File: config.mk
export PLATFORM = sky130hd
export DESIGN_NAME = program_counter_unit_flat
export DESIGN_NICKNAME = d
export VERILOG_FILES = /design/src/rtl/program_counter_unit_pkg.sv /design/src/rtl/program_counter_unit_if.sv /design/src/rtl/program_counter_unit_pc_adder.sv /design/src/rtl/program_counter_unit.sv /design/src/flat_wrapper.sv
export SDC_FILE = /design/constraint.sdc
export NUM_CORES = 1
export LEC_CHECK = 0
export CAP_MARGIN = 0
export CORE_MARGIN = 3
export CORE_UTILIZATION = 47
export CTS_CLUSTER_SIZE = 40
export DETAILED_ROUTE_END_ITERATION = 7
export PLACE_DENSITY = 0.81
export SLEW_MARGIN = 20
export SYNTH_ARGS = -nofsm -noshare
export SYNTH_HDL_FRONTEND = slang
export SYNTH_SLANG_ARGS = --single-unit
File: constraint.sdc
create_clock -name clk -period 4.75 [get_ports clk]
set_input_delay 1.425 -clock clk [delete_from_list [all_inputs] [get_ports clk]]
set_output_delay 1.425 -clock clk [all_outputs]
set_load 0.005 [all_outputs]
File: src/rtl/program_counter_unit_pkg.sv
// Shared definitions for the program counter unit.
//   pc_cmd_e             : pc_enable command encodings from instruction decode.
//   DEFAULT_RESET_VECTOR : default address of the reset-vector low byte.
package program_counter_unit_pkg;

  typedef enum logic [1:0] {
    PC_IDLE    = 2'b00,
    PC_INC_ONE = 2'b01,
    PC_LOAD    = 2'b10,
    PC_REL     = 2'b11
  } pc_cmd_e;

  localparam logic [15:0] DEFAULT_RESET_VECTOR = 16'hFFFC;

endpackage

File: src/rtl/program_counter_unit_if.sv
// Bus between instruction decode (master) and the program counter unit (slave).
//   pc_enable    : PC command (hold / increment / load / relative add)
//   load_address : target for the load command
//   data_in      : external data bus (vector bytes, signed branch offset)
//   pc           : current program counter
//   bus_address  : address to drive when decode selects the PC source
//   vector_busy  : reset-vector fetch in progress
//   page_cross   : last increment / relative add changed pc[15:8]
interface program_counter_unit_if;

  logic [1:0]  pc_enable;
  logic [15:0] load_address;
  logic [7:0]  data_in;
  logic [15:0] pc;
  logic [15:0] bus_address;
  logic        vector_busy;
  logic        page_cross;

  modport master (
    output pc_enable, load_address, data_in,
    input  pc, bus_address, vector_busy, page_cross
  );

  modport slave (
    input  pc_enable, load_address, data_in,
    output pc, bus_address, vector_busy, page_cross
  );

endinterface

File: src/rtl/program_counter_unit_pc_adder.sv
// Combinational 16-bit + signed 8-bit adder, modulo 2^16.
//   base       : current PC
//   offset     : signed 8-bit offset (sign-extended before the add)
//   sum        : base + offset
//   page_cross : sum[15:8] differs from base[15:8]
module pc_adder (
  input  logic [15:0] base,
  input  logic [7:0]  offset,
  output logic [15:0] sum,
  output logic        page_cross
);

  always_comb begin
    sum        = base + {{8{offset[7]}}, offset};
    page_cross = (sum[15:8] != base[15:8]);
  end

endmodule

File: src/rtl/program_counter_unit.sv
// Program counter unit: fetches the 16-bit reset vector (low byte then high
// byte) after reset, then executes hold / increment / load / relative-add
// commands from instruction decode.
//   clk        : system clock, rising edge
//   rst        : synchronous active-high reset, overrides clk_enable
//   clk_enable : when low, all registers hold
//   bus        : program_counter_unit_if.slave (commands in, PC/status out)
module program_counter_unit
  import program_counter_unit_pkg::*;
#(
  parameter logic [15:0] RESET_VECTOR = DEFAULT_RESET_VECTOR
) (
  input  logic                         clk,
  input  logic                         rst,
  input  logic                         clk_enable,
  program_counter_unit_if.slave        bus
);

  typedef enum logic [1:0] {
    S_VEC_LO,
    S_VEC_HI,
    S_RUN
  } state_e;

  state_e      state;
  logic [15:0] pc_q;
  logic        page_cross_q;
  pc_cmd_e     cmd;
  logic [7:0]  add_offset;
  logic [15:0] add_sum;
  logic        add_cross;

  assign cmd = pc_cmd_e'(bus.pc_enable);

  // One adder serves both increment (offset +1) and relative add.
  always_comb begin
    add_offset = bus.data_in;
    if (cmd == PC_INC_ONE) add_offset = 8'h01;
  end

  pc_adder u_pc_adder (
    .base       (pc_q),
    .offset     (add_offset),
    .sum        (add_sum),
    .page_cross (add_cross)
  );

  always_ff @(posedge clk) begin
    if (rst) begin
      state        <= S_VEC_LO;
      pc_q         <= '0;
      page_cross_q <= 1'b0;
    end else if (clk_enable) begin
      page_cross_q <= 1'b0;
      case (state)
        S_VEC_LO: begin
          pc_q[7:0] <= bus.data_in;
          state     <= S_VEC_HI;
        end
        S_VEC_HI: begin
          pc_q[15:8] <= bus.data_in;
          state      <= S_RUN;
        end
        S_RUN: begin
          case (cmd)
            PC_INC_ONE, PC_REL: begin
              pc_q         <= add_sum;
              page_cross_q <= add_cross;
            end
            PC_LOAD: pc_q <= bus.load_address;
            default: ;
          endcase
        end
        default: state <= S_VEC_LO;
      endcase
    end
  end

  always_comb begin
    bus.bus_address = pc_q;
    bus.vector_busy = 1'b1;
    case (state)
      S_VEC_LO: bus.bus_address = RESET_VECTOR;
      S_VEC_HI: bus.bus_address = RESET_VECTOR + 16'd1;
      default:  bus.vector_busy = 1'b0;
    endcase
  end

  assign bus.pc         = pc_q;
  assign bus.page_cross = page_cross_q;

endmodule

File: src/flat_wrapper.sv
// flat-port wrapper written by rule: the top's interface ports become plain ports
module program_counter_unit_flat import program_counter_unit_pkg::*;
#(
  parameter logic [15:0] RESET_VECTOR = DEFAULT_RESET_VECTOR
)
  (clk, rst, clk_enable, bus_pc_enable, bus_load_address, bus_data_in, bus_pc, bus_bus_address, bus_vector_busy, bus_page_cross);
  program_counter_unit_if bus_i ();
  input  logic clk;
  input  logic rst;
  input  logic clk_enable;
  input wire logic [$bits(bus_i.pc_enable)-1:0] bus_pc_enable;
  input wire logic [$bits(bus_i.load_address)-1:0] bus_load_address;
  input wire logic [$bits(bus_i.data_in)-1:0] bus_data_in;
  output wire logic [$bits(bus_i.pc)-1:0] bus_pc;
  output wire logic [$bits(bus_i.bus_address)-1:0] bus_bus_address;
  output wire logic [$bits(bus_i.vector_busy)-1:0] bus_vector_busy;
  output wire logic [$bits(bus_i.page_cross)-1:0] bus_page_cross;
  assign bus_i.pc_enable = bus_pc_enable;
  assign bus_i.load_address = bus_load_address;
  assign bus_i.data_in = bus_data_in;
  assign bus_pc = bus_i.pc;
  assign bus_bus_address = bus_i.bus_address;
  assign bus_vector_busy = bus_i.vector_busy;
  assign bus_page_cross = bus_i.page_cross;
  program_counter_unit #(.RESET_VECTOR(RESET_VECTOR)) u_core (.clk(clk), .rst(rst), .clk_enable(clk_enable), .bus(bus_i));
endmodule
======== After elaboration in Yosys (flattened, before gate mapping) ========
Cells that the tools add are included.
W data, S select, Z words.
word-level totals
  register bits ........................... 19
  input port bits ......................... 29
operators by class
  bitwise gates (word level) .............. 1
  eq/ne operators ......................... 7
  reductions and logical operators ........ 8
  muxes and demuxes ....................... 9
  add/sub/neg operators ................... 1
operators with widths
  kind                  count
  $pmux W16 S2          2
  $pmux W8 S2           2
  $add A16 B16 Y16      1
  $mux W8               1
  $ne A8 B8 Y1          1
  $eq A2 B2 Y1 const B  3
  $pmux W2 S3           1
  $reduce_and A3 Y1     2
  $eq A2 B1 Y1 const B  2
  $reduce_bool A2 Y1    2
  $reduce_or A2 Y1      2
  $mux W1               3
  $ne A3 B3 Y1 const B  1
  $logic_not A2 Y1      1
  $reduce_and A2 Y1     1
  $not A1 Y1            1

======== Longest topological paths before layout ========
  depth in word-level cells ............... 6
  gate-level depth with buffers ........... 12

======== Modules after synthesis ========
Synthesis repeated with hierarchy kept, for this count alone.
unflattened totals
  cells, all modules ...................... 301
  area, all modules ....................... 2324.7 um^2
modules (own cells, without submodules)
  module                sequential area each (um^2)  cells an instance  times used  area an instance (um^2)
  program_counter_unit  380.4                        160                1           1301.2
  pc_adder              0.0                          141                1           1023.5

======== Worst setup path before layout ========
Ideal clock, no wire load.
  path type ............................... in2reg
  start ................................... input bus_pc_enable[1]
  end ..................................... register u_core.pc_q[8] (netlist: u_core.bus.pc[8])
  arrival ................................. 3.911 ns
  library setup time ...................... 0.114 ns
  required time ........................... 4.636 ns
  slack ................................... 0.725 ns
  stages .................................. 11
  buffers on the path ..................... 0
  cells stage by stage .................... nand2b_1 -> nand2b_1 -> ha_1 -> fa_1 -> a211o_1 -> o211ai_1 -> a21oi_1 -> or3_1 -> a211o_1 -> and4_1 -> a2111oi_0
between the ends
  word-level cells in the longest chain between the ends .. 5
RTL lines
  item                  line                                                    source
  start, declared       flat_wrapper.sv:11                                      input wire logic [$bits(bus_i.pc_enable)-1:0] bus_pc_enable;
  $eq A2 B1 Y1          program_counter_unit.sv:38, program_counter_unit.sv:65
  $mux W8               program_counter_unit.sv:38                              if (cmd == PC_INC_ONE) add_offset = 8'h01;
  $add A16 B16 Y16      program_counter_unit_pc_adder.sv:14                     sum = base + {{8{offset[7]}}, offset};
  $pmux W16 S2          program_counter_unit.sv:65                              case (cmd)
  $pmux W8 S2           program_counter_unit.sv:55                              case (state)
  end signal, assigned  program_counter_unit.sv:61                              pc_q[15:8] <= bus.data_in;
  end signal, assigned  program_counter_unit.sv:67                              pc_q <= add_sum;
  end signal, assigned  program_counter_unit.sv:70                              PC_LOAD: pc_q <= bus.load_address;
  end, declared         program_counter_unit.sv:26                              logic [15:0] pc_q;
Parallel ways exist; a longest one is shown, timed or not.
A chain may end at the register's enable or synchronous reset.

======== Worst setup path after layout ========
Ends and elaborated chain as after synthesis.

==> key figures <==
Status
  – Outcome: completed

Timing
  – RSZ-0062 raised after global routing: false
  – Worst Tran Pin Value: 835 ps
  – Headroom to the max-slew limit: between 40% and 50%
  – Final Critical Period: 4470 ps
  – Final hold violations: 0
  – Fin. max-slew vios: 0
  – Hold slack: 472 ps
  – Final worst path period share: roughly 94%
  – Total negative slack: 0 ps
  – Endpoints failing setup: 0
  – Clock Skew: a little under 2 ps
  – Fmax: roughly 220 MHz

Drt
  – ANT nets after route: 0
  – DRC Markers: 0
  – Iter 0 DRT Violations: between 150 and 200
  – Wire length per cell: 16.8 µm
  – Drt first pass iters: 6
  – Drt total wl: roughly 6400 µm
  – Vias per cell: about 6.2
  – Via count: 2,384

Pwr
  – Combinational share of power: between 40% and 50%
  – Clock Power Share: approximately a fifth
  – Total net switching power: 0.211 mW
  – Switch share: 36.4%
  – PwrDens: roughly 210 nW/µm²
  – Flop pwr share: between 30% and 40%
  – LEAKAGE: 1.04 nW
  – Peak supply drop: approximately 0.00013 V
  – Overall power: ~0.58 mW
  – Cell internal pwr: 0.368 mW

Yosys
  – Register area share after synthesis: 18.8%
  – FF+latch count, synth: 19
  – Synth Cell Area: slightly above 2000 µm²
  – Post-Synth XOR/XNOR Area: between 6 and 7%
  – Ys Warns: 0
  – Largest family of logic cells by synthesized area: simple AND/OR/NAND/NOR gates
  – Syn_nets: roughly 320
  – Post-synth EDFFs: 0
  – Post-synthesis cell count: ~280
  – Fraction of registers with async set/reset: 0%
  – Synthesized area per cell: 7.18 µm²
  – Post-Synth Adder-Cell Area: 5.95%
  – Top_reg_cell synth: dfxtp_1
  – Synth cell types: 60
  – Mux cell area share after synthesis: less than 1%
  – Post-Synth Simple-Gate Area: about a third
  – Synth Area in Compound Gates: between 20% and 30%

Floorplanning
  – # rows: 23
  – Chip Width: slightly above 70 µm
  – Num ports: between 60 and 70
  – Core area: 4060 µm²
  – Die area: between 5000 and 6000 µm²
  – Initial Utilization: about half
  – DIE HEIGHT: around 70 µm

Hold path
  – Hold Path Class: reg2reg

Cells and area
  – Reg area: 380 µm²
  – Proportion of layout cells with a drive suffix above 1: between 5 and 6%
  – Fill cell count: roughly 380
  – Fin cells: roughly 380
  – Multi-input logic area: around 1500 µm²
  – Diodes inserted: 0
  – Final core occ: roughly two thirds
  – Final net count: 373
  – Syn-to-layout area delta: 34.7%

Clock tree
  – Post-CTS Resized: 0
  – Root Driver: clkbuf_8
  – Hold-fix buffers, CTS: 0
  – Clock sink total: 19
  – Worst-Skew Late Latency: 260 ps
  – Post-CTS Setup Inserts: 0
  – CTS clk-pin slew, worst paths: around 80 ps
  – CTS H-Tree Depth: 1
  – CTS Buf Count: 3
  – Clock Path Buffers: 2
  – CTS tree: built

Global route
  – GRT overflow: 0
  – Vias in the first global route: 2,147
  – Largest net degree at the start of global routing: 22
  – GRT Util Overall: between 20% and 30%
  – Initial antenna violation count: 0
  – Global-route wire length before repair: 10,400 µm

Worst setup path
  – Critical Path Sink Type: flop
  – CP cell instances: clkdlybuf4s50_1, nand2b_1, nand2b_1, ha_1, fa_1, a211o_1, o211ai_1, a21oi_1, or3_1, a211o_1, and4_1, a2111oi_0
  – Maximum fanout along the worst path: 4
  – CP max-delay cell: clkdlybuf4s50_1
  – Worst path max stage delay: 510 ps
  – Setup CP Type: in2reg
  – Worst Path Required: 4890 ps
  – Worst EP arrival: ~4600 ps
  – Startpoint Class: input pin

Placed design
  – Dpl cells: 380
  – DP HPWL: 4770 µm
  – GP Congestion: 0.923
  – Number of I/O port buffers: 62

Run
  – MaxCap Viol Count: 0
-- final cells by class --
class	instances	area share, %
multi-input cells	237	56.4
clock buffers	4	1.66
well taps	50	2.30
flip-flops and latches	19	14.0
inverters	4	0.552
repair buffers	70	25.0
-- synthesized netlist by cell type (2+ instances only) --
master     instances  share of area [%]
a2111oi_0          2               0.87
a211o_1            4                1.7
a211oi_1           2               0.74
a21o_1             4                1.5
a21oi_1           21                5.2
a221oi_1           2               0.87
a311oi_1           3                1.3
a31oi_1            3               0.93
a41oi_1            2               0.87
and2_1             9                2.8
and3_1             6                1.9
buf_1              3               0.56
buf_2              2               0.50
clkbuf_1          15                2.8
dfxtp_1           19                 19
ha_1               8                5.0
inv_1              2               0.37
inv_2              2               0.37
nand2_1           27                5.0
nand2b_1          19                5.9
nand3_1            7                1.7
nand4_1            3               0.93
nor2_1            29                5.4
nor2b_1            2               0.62
nor3_1             7                1.7
nor3b_1            3                1.1
nor4_1             5                1.5
nor4b_1            2               0.87
o211ai_1           5                1.9
o21a_1             3                1.1
o21ai_0            8                2.0
o21ai_1            6                1.5
o221ai_1           2               0.87
o31ai_1            2               0.74
or4_1              3                1.1
or4_4              2                1.1
xnor2_1           12                5.2
xor2_1             3                1.3
-- cells in the final DEF (no fill, tap or decap), types with 4 or more instances in the layout --
cell and instances:
and3_1 6, a211o_1 4, a21o_1 4, xnor2_1 12, dfxtp_1 19, o211ai_1 5, a21oi_1 21, o21ai_1 6
nor2_1 29, nand2_1 27, ha_1 8, nand2b_1 19, nand3_1 7, clkdlybuf4s50_1 62, nor4_1 5, o21ai_0 8
and2_1 9, buf_4 8, nor3_1 7
-- registers in the layout, indices dropped and copies added, names as in the netlist --
register,count
u_core.bus.pc,16
u_core.state,2
u_core.bus.page_cross,1
-- metal layers --
layer / vias up / track usage (%) / part of all wire [%] / wire length, µm
met1: 1104 / 35.9 / 44 / 2840
met2: 127 / 40.5 / 45 / 2890
met5: - / 0 / 0 / 0
met4: 0 / 6.05 / 1.4 / 90
li1: 1145 / - / - / -
met3: 8 / 3.79 / 9.6 / 616
-- path summary, 6_finish.rpt --
path                                      start                            endpoint  slack, ps  cells past startpoint
max                            bus_pc_enable[1]       u_core.bus.pc[8]$_SDFFE_PP0P_        280                     12
min          u_core.bus.page_cross$_SDFFE_PP0P_  u_core.bus.page_cross$_SDFFE_PP0P_        470                      1
max reg2reg       u_core.bus.pc[0]$_SDFFE_PP0P_       u_core.bus.pc[8]$_SDFFE_PP0P_       1840                      9
min reg2reg  u_core.bus.page_cross$_SDFFE_PP0P_  u_core.bus.page_cross$_SDFFE_PP0P_        470                      1
-- critical path, delay by kind of cell --
| kind | cells | cell delay [ps] |
|---|---|---|
| AO/OA/AOI/OAI | 5 | 1220 |
| AND/OR/NAND/NOR | 4 | 800 |
| adder cells (fa/ha/maj) | 2 | 680 |
| buffers and inverters | 1 | 510 |
-- kinds of logic (layout without fill, tap and decap cells) --
kind of cell               count (synthesis)  after routing
buffers and inverters                     25             78
and+or+nand+nor                          130            130
AOI/OAI and AO/OA                         82             82
adders and majority gates                  9              9
DFF                                       19             19
muxes                                      1              1
xor gates and xnor gates                  15             15
-- power by group through the flow --
stage / combinational (mW) / clock [mW] / sequential (mW)
floorplan: 0.168 / 0 / 0.186
global placement: 0.253 / 0 / 0.200
detailed placement: 0.256 / 0 / 0.201
CTS: 0.258 / 0.121 / 0.197
global route: 0.283 / 0.128 / 0.201
finish: 0.260 / 0.120 / 0.198
-- through the flow --
step | area [µm²] | setup WS (ps)
4_1_cts | 2720 | 330
3_5_place_dp | 2670 | 67.8
6_report | 2720 | 276
2_1_floorplan | 2020 | 725
3_3_place_gp | 2670 | 213
5_1_grt | 2720 | 115
Note: power is estimated with default switching activity, not from simulation.
